==> src/rtl/rv32i_pkg.sv <==
// rtl/rv32i_pkg.sv - RV32I opcode constants, immediate formats and decode helpers
package rv32i_pkg;

  localparam int XLEN = 32;

  localparam logic [6:0] OPC_LUI      = 7'b0110111;
  localparam logic [6:0] OPC_AUIPC    = 7'b0010111;
  localparam logic [6:0] OPC_JAL      = 7'b1101111;
  localparam logic [6:0] OPC_JALR     = 7'b1100111;
  localparam logic [6:0] OPC_BRANCH   = 7'b1100011;
  localparam logic [6:0] OPC_LOAD     = 7'b0000011;
  localparam logic [6:0] OPC_STORE    = 7'b0100011;
  localparam logic [6:0] OPC_OP_IMM   = 7'b0010011;
  localparam logic [6:0] OPC_OP       = 7'b0110011;
  localparam logic [6:0] OPC_MISC_MEM = 7'b0001111;
  localparam logic [6:0] OPC_SYSTEM   = 7'b1110011;

  typedef enum logic [2:0] {
    FMT_I,
    FMT_S,
    FMT_B,
    FMT_U,
    FMT_J,
    FMT_NONE
  } imm_fmt_e;

  // True for every major opcode this pipeline knows how to execute.
  function automatic logic opc_is_legal(input logic [6:0] opc);
    case (opc)
      OPC_LUI, OPC_AUIPC, OPC_JAL, OPC_JALR, OPC_BRANCH, OPC_LOAD,
      OPC_STORE, OPC_OP_IMM, OPC_OP, OPC_MISC_MEM, OPC_SYSTEM: return 1'b1;
      default: return 1'b0;
    endcase
  endfunction

endpackage

==> src/rtl/imm_gen.sv <==
// rtl/imm_gen.sv - combinational RV32I immediate format select and sign extension
module imm_gen
  import rv32i_pkg::*;
#(
  parameter int XLEN = 32
) (
  input  logic [XLEN-1:0] i_instr,
  output imm_fmt_e        o_fmt,
  output logic [XLEN-1:0] o_imm
);

  // Pick the immediate layout from the major opcode.
  always_comb begin
    o_fmt = FMT_NONE;
    case (i_instr[6:0])
      OPC_OP_IMM, OPC_LOAD, OPC_JALR: o_fmt = FMT_I;
      OPC_STORE:                      o_fmt = FMT_S;
      OPC_BRANCH:                     o_fmt = FMT_B;
      OPC_LUI, OPC_AUIPC:             o_fmt = FMT_U;
      OPC_JAL:                        o_fmt = FMT_J;
      default:                        o_fmt = FMT_NONE;
    endcase
  end

  // Reassemble the scattered immediate bits; the signed size cast does the sign extension.
  always_comb begin
    o_imm = '0;
    case (o_fmt)
      FMT_I: o_imm = XLEN'($signed(i_instr[31:20]));
      FMT_S: o_imm = XLEN'($signed({i_instr[31:25], i_instr[11:7]}));
      FMT_B: o_imm = XLEN'($signed({i_instr[31], i_instr[7], i_instr[30:25],
                                    i_instr[11:8], 1'b0}));
      FMT_U: o_imm = XLEN'($signed({i_instr[31:12], 12'b0}));
      FMT_J: o_imm = XLEN'($signed({i_instr[31], i_instr[19:12], i_instr[20],
                                    i_instr[30:21], 1'b0}));
      default: o_imm = '0;
    endcase
  end

endmodule

==> src/rtl/operand_fetch.sv <==
// rtl/operand_fetch.sv - RV32I decode/operand-fetch stage with write-back bypass and stall refresh
module operand_fetch
  import rv32i_pkg::*;
#(
  parameter int XLEN = 32
) (
  input  logic            i_clk,
  input  logic            i_rst,
  input  logic            i_in_valid,
  output logic            o_in_ready,
  input  logic [XLEN-1:0] i_in_instr,
  input  logic [XLEN-1:0] i_in_pc,
  output logic [4:0]      o_rs1,
  output logic [4:0]      o_rs2,
  input  logic [XLEN-1:0] i_rv1,
  input  logic [XLEN-1:0] i_rv2,
  input  logic            i_wb_we,
  input  logic [4:0]      i_wb_rd,
  input  logic [XLEN-1:0] i_wb_data,
  output logic            o_out_valid,
  input  logic            i_out_ready,
  output logic [XLEN-1:0] o_out_pc,
  output logic [XLEN-1:0] o_out_op1,
  output logic [XLEN-1:0] o_out_op2,
  output logic [XLEN-1:0] o_out_imm,
  output logic [4:0]      o_out_rd,
  output logic [6:0]      o_out_opcode,
  output logic [2:0]      o_out_funct3,
  output logic            o_out_funct7b5,
  output logic            o_out_illegal
);

  typedef enum logic {ST_EMPTY, ST_FULL} state_e;

  state_e            r_state;
  state_e            w_state_next;
  logic              w_in_ready;
  logic              w_load;
  logic              w_stall;

  logic [6:0]        w_opcode;
  imm_fmt_e          w_fmt;
  logic [XLEN-1:0]   w_imm_raw;
  logic              w_illegal;
  logic [4:0]        w_rs1;
  logic [4:0]        w_rs2;
  logic [4:0]        w_rd;
  logic [XLEN-1:0]   w_op1;
  logic [XLEN-1:0]   w_op2;
  logic [XLEN-1:0]   w_imm;
  logic [4:0]        w_hold_rs1;
  logic [4:0]        w_hold_rs2;

  logic [XLEN-1:0]   r_out_pc;
  logic [XLEN-1:0]   r_out_op1;
  logic [XLEN-1:0]   r_out_op2;
  logic [XLEN-1:0]   r_out_imm;
  logic [4:0]        r_out_rd;
  logic [6:0]        r_out_opcode;
  logic [2:0]        r_out_funct3;
  logic              r_out_funct7b5;
  logic              r_out_illegal;
  logic [4:0]        r_hold_rs1;
  logic [4:0]        r_hold_rs2;

  assign w_opcode = i_in_instr[6:0];

  imm_gen #(.XLEN(XLEN)) u_imm_gen (
    .i_instr (i_in_instr),
    .o_fmt   (w_fmt),
    .o_imm   (w_imm_raw)
  );

  // Field decode; U/J formats have no rs1, only OP/STORE/BRANCH read rs2.
  always_comb begin
    w_illegal = (i_in_instr[1:0] != 2'b11) || !opc_is_legal(w_opcode);
    w_rs1     = (w_fmt == FMT_U || w_fmt == FMT_J) ? 5'd0 : i_in_instr[19:15];
    w_rs2     = (w_opcode == OPC_OP || w_opcode == OPC_STORE || w_opcode == OPC_BRANCH)
                ? i_in_instr[24:20] : 5'd0;
    w_rd      = (w_opcode == OPC_STORE || w_opcode == OPC_BRANCH) ? 5'd0 : i_in_instr[11:7];
  end

  // Operand select: x0 reads zero, a same-cycle write-back wins over the regfile read.
  // Illegal instructions carry zero operands and zero held addresses so no refresh can touch them.
  always_comb begin
    w_op1 = '0;
    w_op2 = '0;
    if (w_rs1 != 5'd0) w_op1 = (i_wb_we && i_wb_rd == w_rs1) ? i_wb_data : i_rv1;
    if (w_rs2 != 5'd0) w_op2 = (i_wb_we && i_wb_rd == w_rs2) ? i_wb_data : i_rv2;
    w_imm      = w_illegal ? '0 : w_imm_raw;
    w_hold_rs1 = w_illegal ? 5'd0 : w_rs1;
    w_hold_rs2 = w_illegal ? 5'd0 : w_rs2;
    if (w_illegal) begin
      w_op1 = '0;
      w_op2 = '0;
    end
  end

  // Output-stage occupancy register.
  always_ff @(posedge i_clk) begin
    if (i_rst) r_state <= ST_EMPTY;
    else       r_state <= w_state_next;
  end

  // Handshake: accept when empty or when the held bundle leaves this cycle.
  always_comb begin
    w_state_next = r_state;
    w_in_ready   = 1'b1;
    w_load       = 1'b0;
    w_stall      = 1'b0;
    case (r_state)
      ST_EMPTY: begin
        if (i_in_valid) begin
          w_load       = 1'b1;
          w_state_next = ST_FULL;
        end
      end
      ST_FULL: begin
        w_in_ready = i_out_ready;
        w_stall    = !i_out_ready;
        if (i_out_ready) begin
          if (i_in_valid) w_load = 1'b1;
          else            w_state_next = ST_EMPTY;
        end
      end
      default: w_state_next = ST_EMPTY;
    endcase
  end

  // Output bundle: load on transfer, otherwise keep the held operands fresh while stalled.
  always_ff @(posedge i_clk) begin
    if (i_rst) begin
      r_out_pc       <= '0;
      r_out_op1      <= '0;
      r_out_op2      <= '0;
      r_out_imm      <= '0;
      r_out_rd       <= '0;
      r_out_opcode   <= '0;
      r_out_funct3   <= '0;
      r_out_funct7b5 <= 1'b0;
      r_out_illegal  <= 1'b0;
      r_hold_rs1     <= '0;
      r_hold_rs2     <= '0;
    end else if (w_load) begin
      r_out_pc       <= i_in_pc;
      r_out_op1      <= w_op1;
      r_out_op2      <= w_op2;
      r_out_imm      <= w_imm;
      r_out_rd       <= w_rd;
      r_out_opcode   <= w_opcode;
      r_out_funct3   <= i_in_instr[14:12];
      r_out_funct7b5 <= i_in_instr[30];
      r_out_illegal  <= w_illegal;
      r_hold_rs1     <= w_hold_rs1;
      r_hold_rs2     <= w_hold_rs2;
    end else if (w_stall && i_wb_we && i_wb_rd != 5'd0) begin
      if (i_wb_rd == r_hold_rs1) r_out_op1 <= i_wb_data;
      if (i_wb_rd == r_hold_rs2) r_out_op2 <= i_wb_data;
    end
  end

  assign o_in_ready     = w_in_ready;
  assign o_rs1          = w_rs1;
  assign o_rs2          = w_rs2;
  assign o_out_valid    = (r_state == ST_FULL);
  assign o_out_pc       = r_out_pc;
  assign o_out_op1      = r_out_op1;
  assign o_out_op2      = r_out_op2;
  assign o_out_imm      = r_out_imm;
  assign o_out_rd       = r_out_rd;
  assign o_out_opcode   = r_out_opcode;
  assign o_out_funct3   = r_out_funct3;
  assign o_out_funct7b5 = r_out_funct7b5;
  assign o_out_illegal  = r_out_illegal;

endmodule

==> config.mk <==
export PLATFORM = sky130hd
export DESIGN_NAME = operand_fetch
export DESIGN_NICKNAME = d
export VERILOG_FILES = /design/src/rtl/rv32i_pkg.sv /design/src/rtl/imm_gen.sv /design/src/rtl/operand_fetch.sv
export SDC_FILE = /design/constraint.sdc
export NUM_CORES = 1
export LEC_CHECK = 0
export CORE_MARGIN = 2
export CORE_UTILIZATION = 45
export DETAILED_ROUTE_END_ITERATION = 8
export DONT_BUFFER_PORTS = 1
export PLACE_DENSITY = 0.63
export SETUP_SLACK_MARGIN = 0.5
export SYNTH_ARGS = -nofsm -noshare
export SYNTH_HDL_FRONTEND = slang
export SYNTH_SLANG_ARGS = --single-unit
==> constraint.sdc <==
create_clock -name i_clk -period 7.7 [get_ports i_clk]
set_input_delay 1.54 -clock i_clk [delete_from_list [all_inputs] [get_ports i_clk]]
set_output_delay 1.54 -clock i_clk [all_outputs]
set_load 0.05 [all_outputs]
Word-level counts from Yosys, hierarchy flattened
Index checks and enable logic that the tools add are counted.

Equal/unequal tests: 20. Multiplexer cells: 28. Bitwise logic cells: 1. Reductions and logical operators: 23.

Operator list (count): 32-bit 2-to-1 mux (13); 32-bit one-hot mux with 5 select lines (1); 7-bit equality test (second input constant) (4); 5-bit 2-to-1 mux (5); 7-bit by 6-bit equality test with 1-bit output (second input constant) (3); 5-bit equality test (4); 3-bit one-hot mux with 5 select lines (1); 5-bit nonzero test (3); 7-bit by 5-bit equality test with 1-bit output (second input constant) (2); 11-bit OR reduction (1); 7-bit by 2-bit equality test with 1-bit output (second input constant) (1); 7-bit by 4-bit equality test with 1-bit output (second input constant) (1); 3-bit by 2-bit equality test with 1-bit output (second input constant) (2); 1-bit 2-to-1 mux (6); 2-bit nonzero test (3); 1-bit logical OR (5); 1-bit logical AND (4); 1-bit one-hot mux with 2 select lines (2); 2-bit AND reduction (2); 3-bit by 1-bit equality test with 1-bit output (second input constant) (1); 3-bit equality test (second input constant) (1); 3-bit logical NOT (1); 3-bit OR reduction (1); 1-bit logical NOT (2); other kinds (3) (3).

Register bits after elaboration: 156. Bits of input ports: 170. Output and inout port bits: 157. Word-level logic and storage cells: 84.

Logic depth before layout (Yosys ltp)
Depth in word-level cells: 12. Gate-level depth with buffers: 10. Depth with buffers taken out: 6.

Hierarchy
From an unflattened synthesis, not the netlist that was laid out.

Cell total of the unflattened synthesis: 1050. Area, all modules: 8538.2 µm².

By module, submodules not included: operand_fetch (instances 1, cells an instance 945, area an instance 7798.7 µm², sequential area each 3123.0 µm²); imm_gen (instances 1, cells an instance 105, area an instance 739.5 µm², sequential area each 0.0 µm²).

Worst setup path after synthesis
OpenSTA, ideal clock, no wires.

Kind: input -> output. Start: in i_in_instr[3]. End: out o_rs2[0]. Arrival: 2.730 ns. Data required time: 6.160 ns. Setup slack: 3.430 ns. Cell stages on the path: 4. Path buffers: 2. Cell sequence: buf_2 > and4bb_2 > clkbuf_1 > and3_1.

Word-level cells in the longest chain between the ends: 4. Elaborated cells between the ends (all ways): 6. Those cells by class: 3 x eq/ne; 1 x mux; 2 x reduce/logical.

RTL lines: start, declared (RTL line operand_fetch.sv:11) `input logic [XLEN-1:0] i_in_instr,`; 7-bit by 6-bit equality test with 1-bit output (RTL line operand_fetch.sv:78) `w_rs2 = (w_opcode == OPC_OP || w_opcode == OPC_STORE || w_opcode == OPC_BRANCH)`; 1-bit logical OR (RTL line operand_fetch.sv:78); 1-bit logical OR (*) (RTL line operand_fetch.sv:78); 5-bit 2-to-1 mux (*) (RTL line operand_fetch.sv:79) `? i_in_instr[24:20] : 5'd0;`; end, declared (RTL line operand_fetch.sv:14) `output logic [4:0] o_rs2,`.

Mark *: on every way between the ends. The rest lies on a longest branch, timed or not.

Worst setup path after layout
Start: in i_in_instr[3]. End: out o_rs1[1].

Word-level cells in the longest chain between the ends: 6. Elaborated cells between the ends (all ways): 15. Those cells by class: 10 x eq/ne; 2 x mux; 3 x reduce/logical.

RTL lines: 7-bit by 5-bit equality test with 1-bit output, or another cell as far along (RTL line imm_gen.sv:15) `case (i_instr[6:0])`; 3-bit OR reduction / 2-bit OR reduction (equally long branches) (RTL line imm_gen.sv:15); 3-bit one-hot mux with 5 select lines (*) (RTL line imm_gen.sv:15); 3-bit by 2-bit equality test with 1-bit output / 3-bit equality test (equally long branches) (RTL line operand_fetch.sv:77) `w_rs1 = (w_fmt == FMT_U || w_fmt == FMT_J) ? 5'd0 : i_in_instr[19:15];`; 1-bit logical OR (*) (RTL line operand_fetch.sv:77); 5-bit 2-to-1 mux (*) (RTL line operand_fetch.sv:77); end, declared (RTL line operand_fetch.sv:13) `output logic [4:0] o_rs1,`.

Marked as above.

==> impl_metrics.env <==
export IMPL_yosysMostFrequentCell="nand2_1"
export IMPL_die_width_um=132
export IMPL_drv_cap=0
export IMPL_clockPowerShare_pct=41.1
export IMPL_fmax_mhz=230
export IMPL_netlist_area_mm2=0.00740
export IMPL_grt_busiest_layer="met2"
export IMPL_root_buffer="clkbuf_16"
export IMPL_cp_start_kind="input pin"
export IMPL_synth_avg_cell_area_um2=7.98
export IMPL_groute_usage_overall_pct=26.5
export IMPL_cts_tree="yes"
export IMPL_cts_max_path_buffers=2
export IMPL_synth_compound_area_share_pct=22.5
export IMPL_numPortBuffers=0
export IMPL_cts_setup_buffers=0
export IMPL_leakage_nw=2.89
export IMPL_dp_slack_ns=3.15
export IMPL_synth_ff_type="dfxtp_1"
export IMPL_synthSimpleGateAreaFrac_pct=24.0
export IMPL_arrival_ns=2.80
export IMPL_power_density_mw_per_mm2=248
export IMPL_vias_per_cell=6.14
export IMPL_vias=6746
export IMPL_p_seq_share_pct=50.6
export IMPL_cp_end_kind="output pin"
export IMPL_ioPinCount=327
export IMPL_hold_class="flop to flop"
export IMPL_antenna_found_initial=0
export IMPL_p_sw_share_pct=31.2
export IMPL_synth_mux_area_share_pct=4.33
export IMPL_first_pass_iters=6
export IMPL_synthXorXnorAreaFrac_pct=1.66
export IMPL_wl_per_cell_um=22.0
export IMPL_syn_nets=1097
export IMPL_place_gp_congestion=0.813
export IMPL_use_met1_pct=33.2
export IMPL_grt_pass1_vias=6400
export IMPL_synth_cell_types=50
export IMPL_grt_max_degree=158
export IMPL_synthTopCellsByArea="dfxtp_1, nand2_1, a21oi_1"
export IMPL_synthAdderAreaFrac_pct=0
export IMPL_fin_ws_ns=3.36
export IMPL_synth_top_cells_by_count="nand2_1, dfxtp_1, nor2_1, clkbuf_1, a21oi_1"
export IMPL_cts_resized=0
export IMPL_grt_use_met3_pct=10.7
export IMPL_critPathKind="input pin to output pin"
export IMPL_ant_nets=0
export IMPL_worstMarginPinSlew_ns=1.14
export IMPL_diodes=0
export IMPL_finalMaxSlewViolations=0
export IMPL_grt_pass1_wl_um=36900
export IMPL_first_iter_violations=539
export IMPL_dp_hpwl_um=16200
export IMPL_status="finished, final reports clean"
export IMPL_num_nets_final=1040
export IMPL_ys_ff_latch=156
export IMPL_setup_viol=0
export IMPL_max_vdd_ir_drop_v=0.000143
export IMPL_cts_made_buffers=17
export IMPL_synth_top_area_cell="dfxtp_1"
export IMPL_power_switching_mw=0.622
export IMPL_syn2layout_area_growth_pct=8.57
export IMPL_overflow=0
export IMPL_layout_drive_gt1_share_pct=6.46
export IMPL_clkLatencyLatePin_ns=0.42
export IMPL_relSlewSlack_pct=24.1
export IMPL_hold_violations=0
export IMPL_combPwrFrac_pct=8.4
export IMPL_grtUsageMet2_pct=41.6
export IMPL_fp_dieH_um=132
export IMPL_skew_ns=0.00607
export IMPL_synth_seq_area_share_pct=42.2
export IMPL_drc=0
export IMPL_holdBufCountCts=0
export IMPL_tns_ns=0
export IMPL_syn_inst=927
export IMPL_synth_top_area_share_pct=42.2
export IMPL_core_area_mm2=0.0160
export IMPL_rsz0062_at_grt="false"
export IMPL_start_util_pct=46.3
export IMPL_p_int_mw=1.37
export IMPL_synth_warnings=0
export IMPL_cp_data_required_time_ns=6.16
export IMPL_layout_cells_non_filler=1098
export IMPL_synth_edf_count=0
export IMPL_wirelength_um=24100
export IMPL_rows=46
export IMPL_cp_max_fo=11
export IMPL_dp_cells=1067
export IMPL_async_flop_share_pct=0
export IMPL_synth_top_family_by_area="simple AND/OR/NAND/NOR gates"
export IMPL_clock_sinks=156
export IMPL_cts_max_level=4
export IMPL_period_needed_ns=4.34
export IMPL_finalCritPeriodShare_pct=56.4
export IMPL_fillers=1625
export IMPL_clkSlewWorstSetupHoldPaths_ns=0.06
export IMPL_die_area_mm2=0.0175
## routing by layer
metal  part of all wire (%)  up-vias
met1                     41     3185
li1                       -     3185
met4                    2.2        0
met3                     11       38
met5                      0        -
met2                     46      338
## logic make-up (layout without fill, tap and decap cells)
logic type                after synthesis  count (layout)
AOI/OAI and AO/OA                     238             238
xor gates and xnor gates               14              14
buffers and inverters                  97              52
DFF                                   156             156
muxes                                  32              32
and+or+nand+nor                       390             390
## state kept, by name, indices dropped and copies added (netlist names)
name	count
r_hold_rs2	5
o_out_imm	32
o_out_valid	1
o_out_illegal	1
o_out_op2	32
r_hold_rs1	5
o_out_opcode	7
o_out_rd	5
o_out_funct3	3
o_out_pc	32
o_out_op1	32
o_out_funct7b5	1
## critical path, stage by stage
cell     delay [ns]
and4b_1        0.21
o21ai_1        0.46
and2_1         0.58
## power groups by stage
stage	sequential, mW	clock [mW]	combinational [mW]
2_1_floorplan	1.01	0	0.151
4_1_cts	1.01	0.830	0.167
3_3_place_gp	1.03	0	0.165
5_1_grt	1.01	0.867	0.186
3_5_place_dp	1.03	0	0.168
6_report	1.01	0.819	0.167
## cell usage in the layout (no fill, tap or decap), types with 3 or more instances in the layout
cell type | Yosys | layout
buf_4 | 0 | 11
nand2_1 | 200 | 199
clkbuf_16 | 0 | 17
nor2b_1 | 5 | 5
a22o_1 | 5 | 5
a22oi_1 | 20 | 19
nor2_1 | 75 | 75
o221ai_1 | 33 | 33
a31oi_1 | 45 | 45
nand3b_1 | 3 | 3
dfxtp_1 | 156 | 156
inv_6 | 0 | 3
and2_1 | 39 | 39
o22ai_1 | 4 | 4
mux2i_1 | 32 | 32
inv_1 | 10 | 10
a211oi_1 | 32 | 32
clkinvlp_4 | 0 | 4
o21ai_0 | 3 | 3
xnor2_1 | 4 | 4
nand3_1 | 10 | 10
o211ai_1 | 3 | 3
a21oi_1 | 70 | 70
nor3_1 | 5 | 4
and3_1 | 7 | 7
xor2_1 | 10 | 10
a2bb2oi_1 | 8 | 8
nor3b_1 | 3 | 3
nand4_1 | 33 | 33
## cell type report
cell class | instances | area [um2] | share of cell area, %
Clock buffer | 19 | 453 | 5.64
Inverter | 10 | 37.5 | 0.467
Clock inverter | 12 | 114 | 1.42
Sequential cell | 156 | 3120 | 38.9
Tap cell | 216 | 270 | 3.36
Timing Repair Buffer | 11 | 82.6 | 1.03
Multi-Input combinational cell | 674 | 3960 | 49.2
## final timing paths
| kind | slack (ns) | cells past startpoint | startpoint | endpoint |
|---|---|---|---|---|
| worst min register to register | 0.47 | 2 | r_hold_rs2[1]$_SDFFE_PP0P_ | r_hold_rs2[1]$_SDFFE_PP0P_ |
| worst max register to register | 4.15 | 7 | o_out_valid$_SDFF_PP0_ | o_out_op1[19]$_SDFFE_PP0P_ |
| worst min-delay path | 0.47 | 2 | r_hold_rs2[1]$_SDFFE_PP0P_ | r_hold_rs2[1]$_SDFFE_PP0P_ |
| worst max-delay path | 3.36 | 3 | i_in_instr[3] | o_rs1[1] |
## through the flow
stage                     area [um2]  hold slack, ns  util (%)  total power, mW
after floorplan                 7400           0.444         -             1.17
after global placement          7470           0.449      46.7             1.19
after detailed placement        7470           0.452      46.7             1.19
after CTS                       8040           0.461      50.2             2.01
after global routing            8040           0.492      50.2             2.06
final                           8040           0.470      50.2             1.99
Note: power is estimated with default switching activity, not from simulation.
